## src/rtl/instr_mem_loader_pkg.sv

```systemverilog
// Shared definitions for the instruction memory loader: FSM encoding and sizing constants.
package instr_mem_loader_pkg;

  typedef enum logic [1:0] {
    IDLE    = 2'd0,
    COLLECT = 2'd1,
    WRITE   = 2'd2,
    CHECK   = 2'd3
  } state_t;

  localparam int unsigned DEPTH_DEF  = 32;
  localparam int unsigned WORD_BYTES = 4;

endpackage

```

## src/rtl/instr_mem_loader_byte_word_packer.sv

```systemverilog
// Packs accepted bytes little-endian into a 32-bit word and keeps a running XOR checksum.
module instr_mem_loader_byte_word_packer
  import instr_mem_loader_pkg::*;
(
  input  logic        clk_i,
  input  logic        rst_i,
  input  logic        clear_i,
  input  logic        accept_i,
  input  logic [7:0]  byte_i,
  output logic [31:0] word_o,
  output logic [7:0]  csum_o,
  output logic        full_o
);

  localparam int unsigned IDX_W = $clog2(WORD_BYTES);

  logic [IDX_W-1:0] idx_q, idx_d;
  logic [31:0]      word_q, word_d;
  logic [7:0]       csum_q, csum_d;

  // Shifting in from the top leaves the first byte in [7:0] after four accepts;
  // the index wraps to zero on the fourth byte, ready for the next word.
  always_comb begin
    idx_d  = idx_q;
    word_d = word_q;
    csum_d = csum_q;
    if (clear_i) begin
      idx_d  = '0;
      word_d = '0;
      csum_d = '0;
    end else if (accept_i) begin
      idx_d  = idx_q + 1'b1;
      word_d = {byte_i, word_q[31:8]};
      csum_d = csum_q ^ byte_i;
    end
  end

  always_ff @(posedge clk_i) begin
    if (rst_i) begin
      idx_q  <= '0;
      word_q <= '0;
      csum_q <= '0;
    end else begin
      idx_q  <= idx_d;
      word_q <= word_d;
      csum_q <= csum_d;
    end
  end

  assign word_o = word_q;
  assign csum_o = csum_q;
  assign full_o = accept_i && (idx_q == IDX_W'(WORD_BYTES - 1));

endmodule

```

## src/rtl/instr_mem_loader.sv

```systemverilog
// Loads a byte-streamed program image into instruction memory, stalling the core and verifying a closing XOR checksum.
module instr_mem_loader
  import instr_mem_loader_pkg::*;
#(
  parameter int unsigned DEPTH  = DEPTH_DEF,
  parameter int unsigned ADDR_W = 32,
  parameter int unsigned CNT_W  = 6
) (
  input  logic              Clock,
  input  logic              Reset,
  input  logic              Start,
  input  logic [CNT_W-1:0]  Load_Words,
  input  logic              Byte_Valid,
  input  logic [7:0]        Byte_Data,
  output logic              Byte_Ready,
  output logic              Mem_Write_En,
  output logic [ADDR_W-1:0] Mem_Write_Add,
  output logic [31:0]       Mem_Write_Data,
  output logic              Cpu_Hold,
  output logic              Done,
  output logic              Error
);

  state_t           state_q, state_d;
  logic [CNT_W-1:0] count_q, count_d;
  logic [CNT_W-1:0] word_idx_q, word_idx_d;
  logic             hold_q, hold_d;
  logic             done_q, done_d;
  logic             err_q, err_d;

  logic             pk_clear, pk_accept, pk_full;
  logic [31:0]      pk_word;
  logic [7:0]       pk_csum;
  logic             len_ok;

  instr_mem_loader_byte_word_packer u_packer (
    .clk_i    (Clock),
    .rst_i    (Reset),
    .clear_i  (pk_clear),
    .accept_i (pk_accept),
    .byte_i   (Byte_Data),
    .word_o   (pk_word),
    .csum_o   (pk_csum),
    .full_o   (pk_full)
  );

  assign len_ok = (Load_Words != '0) && (Load_Words <= CNT_W'(DEPTH));

  always_comb begin
    state_d    = state_q;
    count_d    = count_q;
    word_idx_d = word_idx_q;
    hold_d     = hold_q;
    done_d     = done_q;
    err_d      = err_q;
    pk_clear   = 1'b0;
    pk_accept  = 1'b0;
    unique case (state_q)
      IDLE: begin
        if (Start) begin
          done_d = 1'b0;
          if (len_ok) begin
            count_d    = Load_Words;
            word_idx_d = '0;
            err_d      = 1'b0;
            hold_d     = 1'b1;
            pk_clear   = 1'b1;
            state_d    = COLLECT;
          end else begin
            err_d = 1'b1;
          end
        end
      end
      COLLECT: begin
        if (Byte_Valid) begin
          pk_accept = 1'b1;
          if (pk_full) state_d = WRITE;
        end
      end
      WRITE: begin
        word_idx_d = word_idx_q + 1'b1;
        state_d    = (word_idx_q == count_q - 1'b1) ? CHECK : COLLECT;
      end
      CHECK: begin
        if (Byte_Valid) begin
          // A bad image keeps the core held so it never executes.
          if (Byte_Data == pk_csum) begin
            done_d = 1'b1;
            hold_d = 1'b0;
          end else begin
            err_d = 1'b1;
          end
          state_d = IDLE;
        end
      end
      default: state_d = IDLE;
    endcase
  end

  always_ff @(posedge Clock) begin
    if (Reset) begin
      state_q    <= IDLE;
      count_q    <= '0;
      word_idx_q <= '0;
      hold_q     <= 1'b0;
      done_q     <= 1'b0;
      err_q      <= 1'b0;
    end else begin
      state_q    <= state_d;
      count_q    <= count_d;
      word_idx_q <= word_idx_d;
      hold_q     <= hold_d;
      done_q     <= done_d;
      err_q      <= err_d;
    end
  end

  assign Byte_Ready     = (state_q == COLLECT) || (state_q == CHECK);
  assign Mem_Write_En   = (state_q == WRITE);
  assign Mem_Write_Add  = ADDR_W'(word_idx_q) << 2;
  assign Mem_Write_Data = pk_word;
  assign Cpu_Hold       = hold_q;
  assign Done           = done_q;
  assign Error          = err_q;

endmodule
```

## config.mk

```make
export PLATFORM = sky130hd
export DESIGN_NAME = instr_mem_loader
export DESIGN_NICKNAME = d
export VERILOG_FILES = /design/src/rtl/instr_mem_loader_pkg.sv /design/src/rtl/instr_mem_loader_byte_word_packer.sv /design/src/rtl/instr_mem_loader.sv
export SDC_FILE = /design/constraint.sdc
export NUM_CORES = 1
export LEC_CHECK = 0
export CELL_PAD_IN_SITES_DETAIL_PLACEMENT = 0
export CELL_PAD_IN_SITES_GLOBAL_PLACEMENT = 1
export CORE_UTILIZATION = 35
export DETAILED_ROUTE_END_ITERATION = 10
export MAX_ROUTING_LAYER = met4
export PLACE_DENSITY = 0.89
export SYNTH_ARGS = -nofsm -noshare
export SYNTH_HDL_FRONTEND = slang
export SYNTH_SLANG_ARGS = --single-unit
```

## constraint.sdc

```tcl
create_clock -name Clock -period 2.2 [get_ports Clock]
set_clock_uncertainty 0.2 [all_clocks]
set_input_delay 0.22 -clock Clock [delete_from_list [all_inputs] [get_ports Clock]]
set_output_delay 0.22 -clock Clock [all_outputs]
set_load 0.01 [all_outputs]
```

==> flow_metrics.tcl <==
set metrics [dict create \
    setup_violations 0 \
    antenna_found_initial 0 \
    grt_use_total 0.1558 \
    ys_top_cells_by_area "dfxtp_1 39%, nand2_1 9.3%, a21oi_2 8.2%" \
    vias 2395 \
    p_total_mw 2.735 \
    ir_drop_uv 269.4 \
    synth.avg_cell_area_um2 8.828 \
    yosysTopAreaCellShare 0.3935 \
    grt_pass1_wl_um 10380 \
    status "finished clean" \
    synth_cell_types 46 \
    relSlewSlack 0.5753 \
    crit_chain "nor2b_2, clkdlybuf4s50_1" \
    finalHoldViolCount 0 \
    cts_htree_levels 3 \
    swShare 0.2800 \
    drt_wl_total_um 6587 \
    cts_buffers 9 \
    end_kind "output pin" \
    cpLargestDelayFamily "buffers and inverters" \
    io_buffers 60 \
    ys_seq_area_frac 0.3935 \
    power.clock.fraction 0.402 \
    synthCells 340 \
    synth_warnings 0 \
    die-area_mm2 0.008950 \
    cts_tree "built" \
    via_per_inst 4.588 \
    crit_path_max_fanout 10 \
    start_util 0.3635 \
    postCtsSetupBuffers 0 \
    grt_max_degree 35 \
    die_x_um 94.61 \
    power_frac_seq 0.420 \
    drtAntennaViolNets 0 \
    syn2layout_area_growth_pct 31.89 \
    crit_path_start_kind "register" \
    maxSlewViolCount 0 \
    cts_resized 1 \
    synth_top_cell_by_area "dfxtp_1" \
    arrival_ns 1.69 \
    grt_pass1_vias 2134 \
    cts.clk_slew.worst_paths_ns 0.07 \
    clock.fmax_mhz 474.9 \
    cts.sinks 59 \
    critPathRequiredTime_ns 1.78 \
    hold_buffers 0 \
    cap_viol_max_count 0 \
    p_leak_nw 1.444 \
    clockBufferDepth 2 \
    r2r_setup_slack_ns 0.13 \
    worst_pin_slew_ns 0.6371 \
    core_area_mm2 0.008258 \
    ys_dominant_reg_cell "dfxtp_1" \
    cpMaxStageDelayCell "clkdlybuf4s50_1" \
    die_y_um 94.61 \
    rows 33 \
    path_class "reg2out" \
    p_sw_mw 0.7658 \
    cp_num_buf_inv 1 \
    fin_crit_ns 2.106 \
    nets 433 \
    synth_edf_count 0 \
    dpl.hpwl_um 4654 \
    insertion_delay_ns 0.33 \
    dr.pass1.iters 4 \
    p_comb_frac 0.177 \
    p_int_mw 1.969 \
    grt_overflow 0 \
    avgRoutedWirePerCell_um 12.62 \
    drive_gt1_frac 0.2206 \
    holdWs_ns 0.2673 \
    powerDensity_mw_per_mm2 690.9 \
    max_stage_delay_ns 0.57 \
    timing.final.crit_share 0.9571 \
    async_flop_share 0 \
    clk_root_buffer_cell "clkbuf_8" \
    synth.ff_latch_count 59 \
    min_path_type "reg2reg" \
    gp_congestion 0.7896 \
    pin_count 87 \
    rsz0062_at_grt "false" \
    diodes 0 \
    drt_iter0_drc 107 \
    drcViolationCount 0 \
    syn_area_mm2 0.003002 \
]
[layer usage]
metal  wire length [um]  up-vias  track usage
met5                  0        -            -
met4                 65        0      0.04545
met3                230        5      0.04911
met2               3251       59       0.2452
met1               3040     1104       0.1905
li1                   -     1227            -
[stage by stage]
stage	util	cell area, um^2	std cells	setup WS (ns)	setup TNS (ns)
finish	0.4794	3959	522	0.09442	0
global route	0.4794	3959	522	0.007787	0
CTS	0.4785	3951	522	0.08121	0
detailed placement	0.4511	3725	506	-0.06130	-1.645
global placement	0.4511	3725	506	-0.03894	-0.9192
floorplan	-	3095	365	0.2094	0
[Yosys cell counts, drive strengths merged (2+ instances only)]
master  number
xor2        20
nand3        6
o21ai        2
clkbuf      12
nand2       74
dfxtp       59
a21oi       42
nand2b       2
nor3         5
or2          5
inv          4
nand4        3
ha           3
or3          3
mux2i        7
nor2        28
a32oi        2
a31oi        2
nor4         3
nor2b        3
buf         32
xnor2        8
[power by group through the flow]
| stage | combinational [mW] | sequential [mW] | clock (mW) |
|---|---|---|---|
| 2_1_floorplan | 0.343 | 1.16 | 0 |
| 3_3_place_gp | 0.471 | 1.17 | 0 |
| 3_5_place_dp | 0.477 | 1.17 | 0 |
| 4_1_cts | 0.482 | 1.15 | 1.13 |
| 5_1_grt | 0.526 | 1.16 | 1.18 |
| 6_report | 0.485 | 1.15 | 1.10 |
[cell type report]
| class | instances | area, um^2 |
|---|---|---|
| fill | 793 | 4299 |
| sequential | 59 | 1182 |
| clock buffer | 9 | 123.9 |
| inverter | 4 | 15.01 |
| multi-input combinational | 258 | 1605 |
| timing repair buffer | 80 | 800.8 |
| clock inverter | 7 | 100.1 |
| tap | 105 | 131.4 |
[state kept, by name, indices dropped and copies added, names as in the netlist]
name and cells:
u_packer.csum_o 8, Cpu_Hold 1, u_packer.word_o 32, word_idx_q 6, Done 1, Error 1
u_packer.idx_q 2, state_q 2, count_q 6
[path summary, 6_finish.rpt]
check	startpoint	end	cells past startpoint
hold / removal	u_packer.word_o[2]$_SDFFE_PP0P_	u_packer.word_o[2]$_SDFFE_PP0P_	2
setup reg to reg	count_q[0]$_SDFFE_PP0P_	state_q[1]$_SDFFE_PP0P_	7
setup / recovery	state_q[1]$_SDFFE_PP0P_	Mem_Write_En	2
hold reg to reg	u_packer.word_o[2]$_SDFFE_PP0P_	u_packer.word_o[2]$_SDFFE_PP0P_	2
[worst min-delay path: cells and delay by family (launching register included)]
kind / cells / cell delay, ns
simple gates: 1 / 0.07
compound gates: 1 / 0.05
flops: 1 / 0.31
[cell families (layout without fill, tap and decap cells)]
| family | after synthesis | in the layout | share of synthesized area |
|---|---|---|---|
| adder cells (fa/ha/maj) | 3 | 3 | 0.01251 |
| other | 1 | 26 | 0.001249 |
| XOR/XNOR | 28 | 28 | 0.08170 |
| multiplexers | 8 | 8 | 0.02710 |
| AO/OA/AOI/OAI | 58 | 58 | 0.1488 |
| flip-flops | 59 | 59 | 0.3935 |
| AND/OR/NAND/NOR | 135 | 135 | 0.2284 |
| buffers and inverters | 48 | 100 | 0.1067 |
[cells in the final DEF, fill, tap and decap left out, types with 5 or more instances in the layout]
cell type	instances
nand2_1	74
clkdlybuf4s50_1	60
dfxtp_1	58
a21oi_2	28
conb_1	26
xor2_1	20
nor2_1	17
buf_4	16
a21oi_1	14
nor2_4	10
clkbuf_8	9
xnor2_1	8
mux2i_1	7
nand3_1	6
or2_2	5
nor3_1	5
Power figures use the tool's default switching activity.
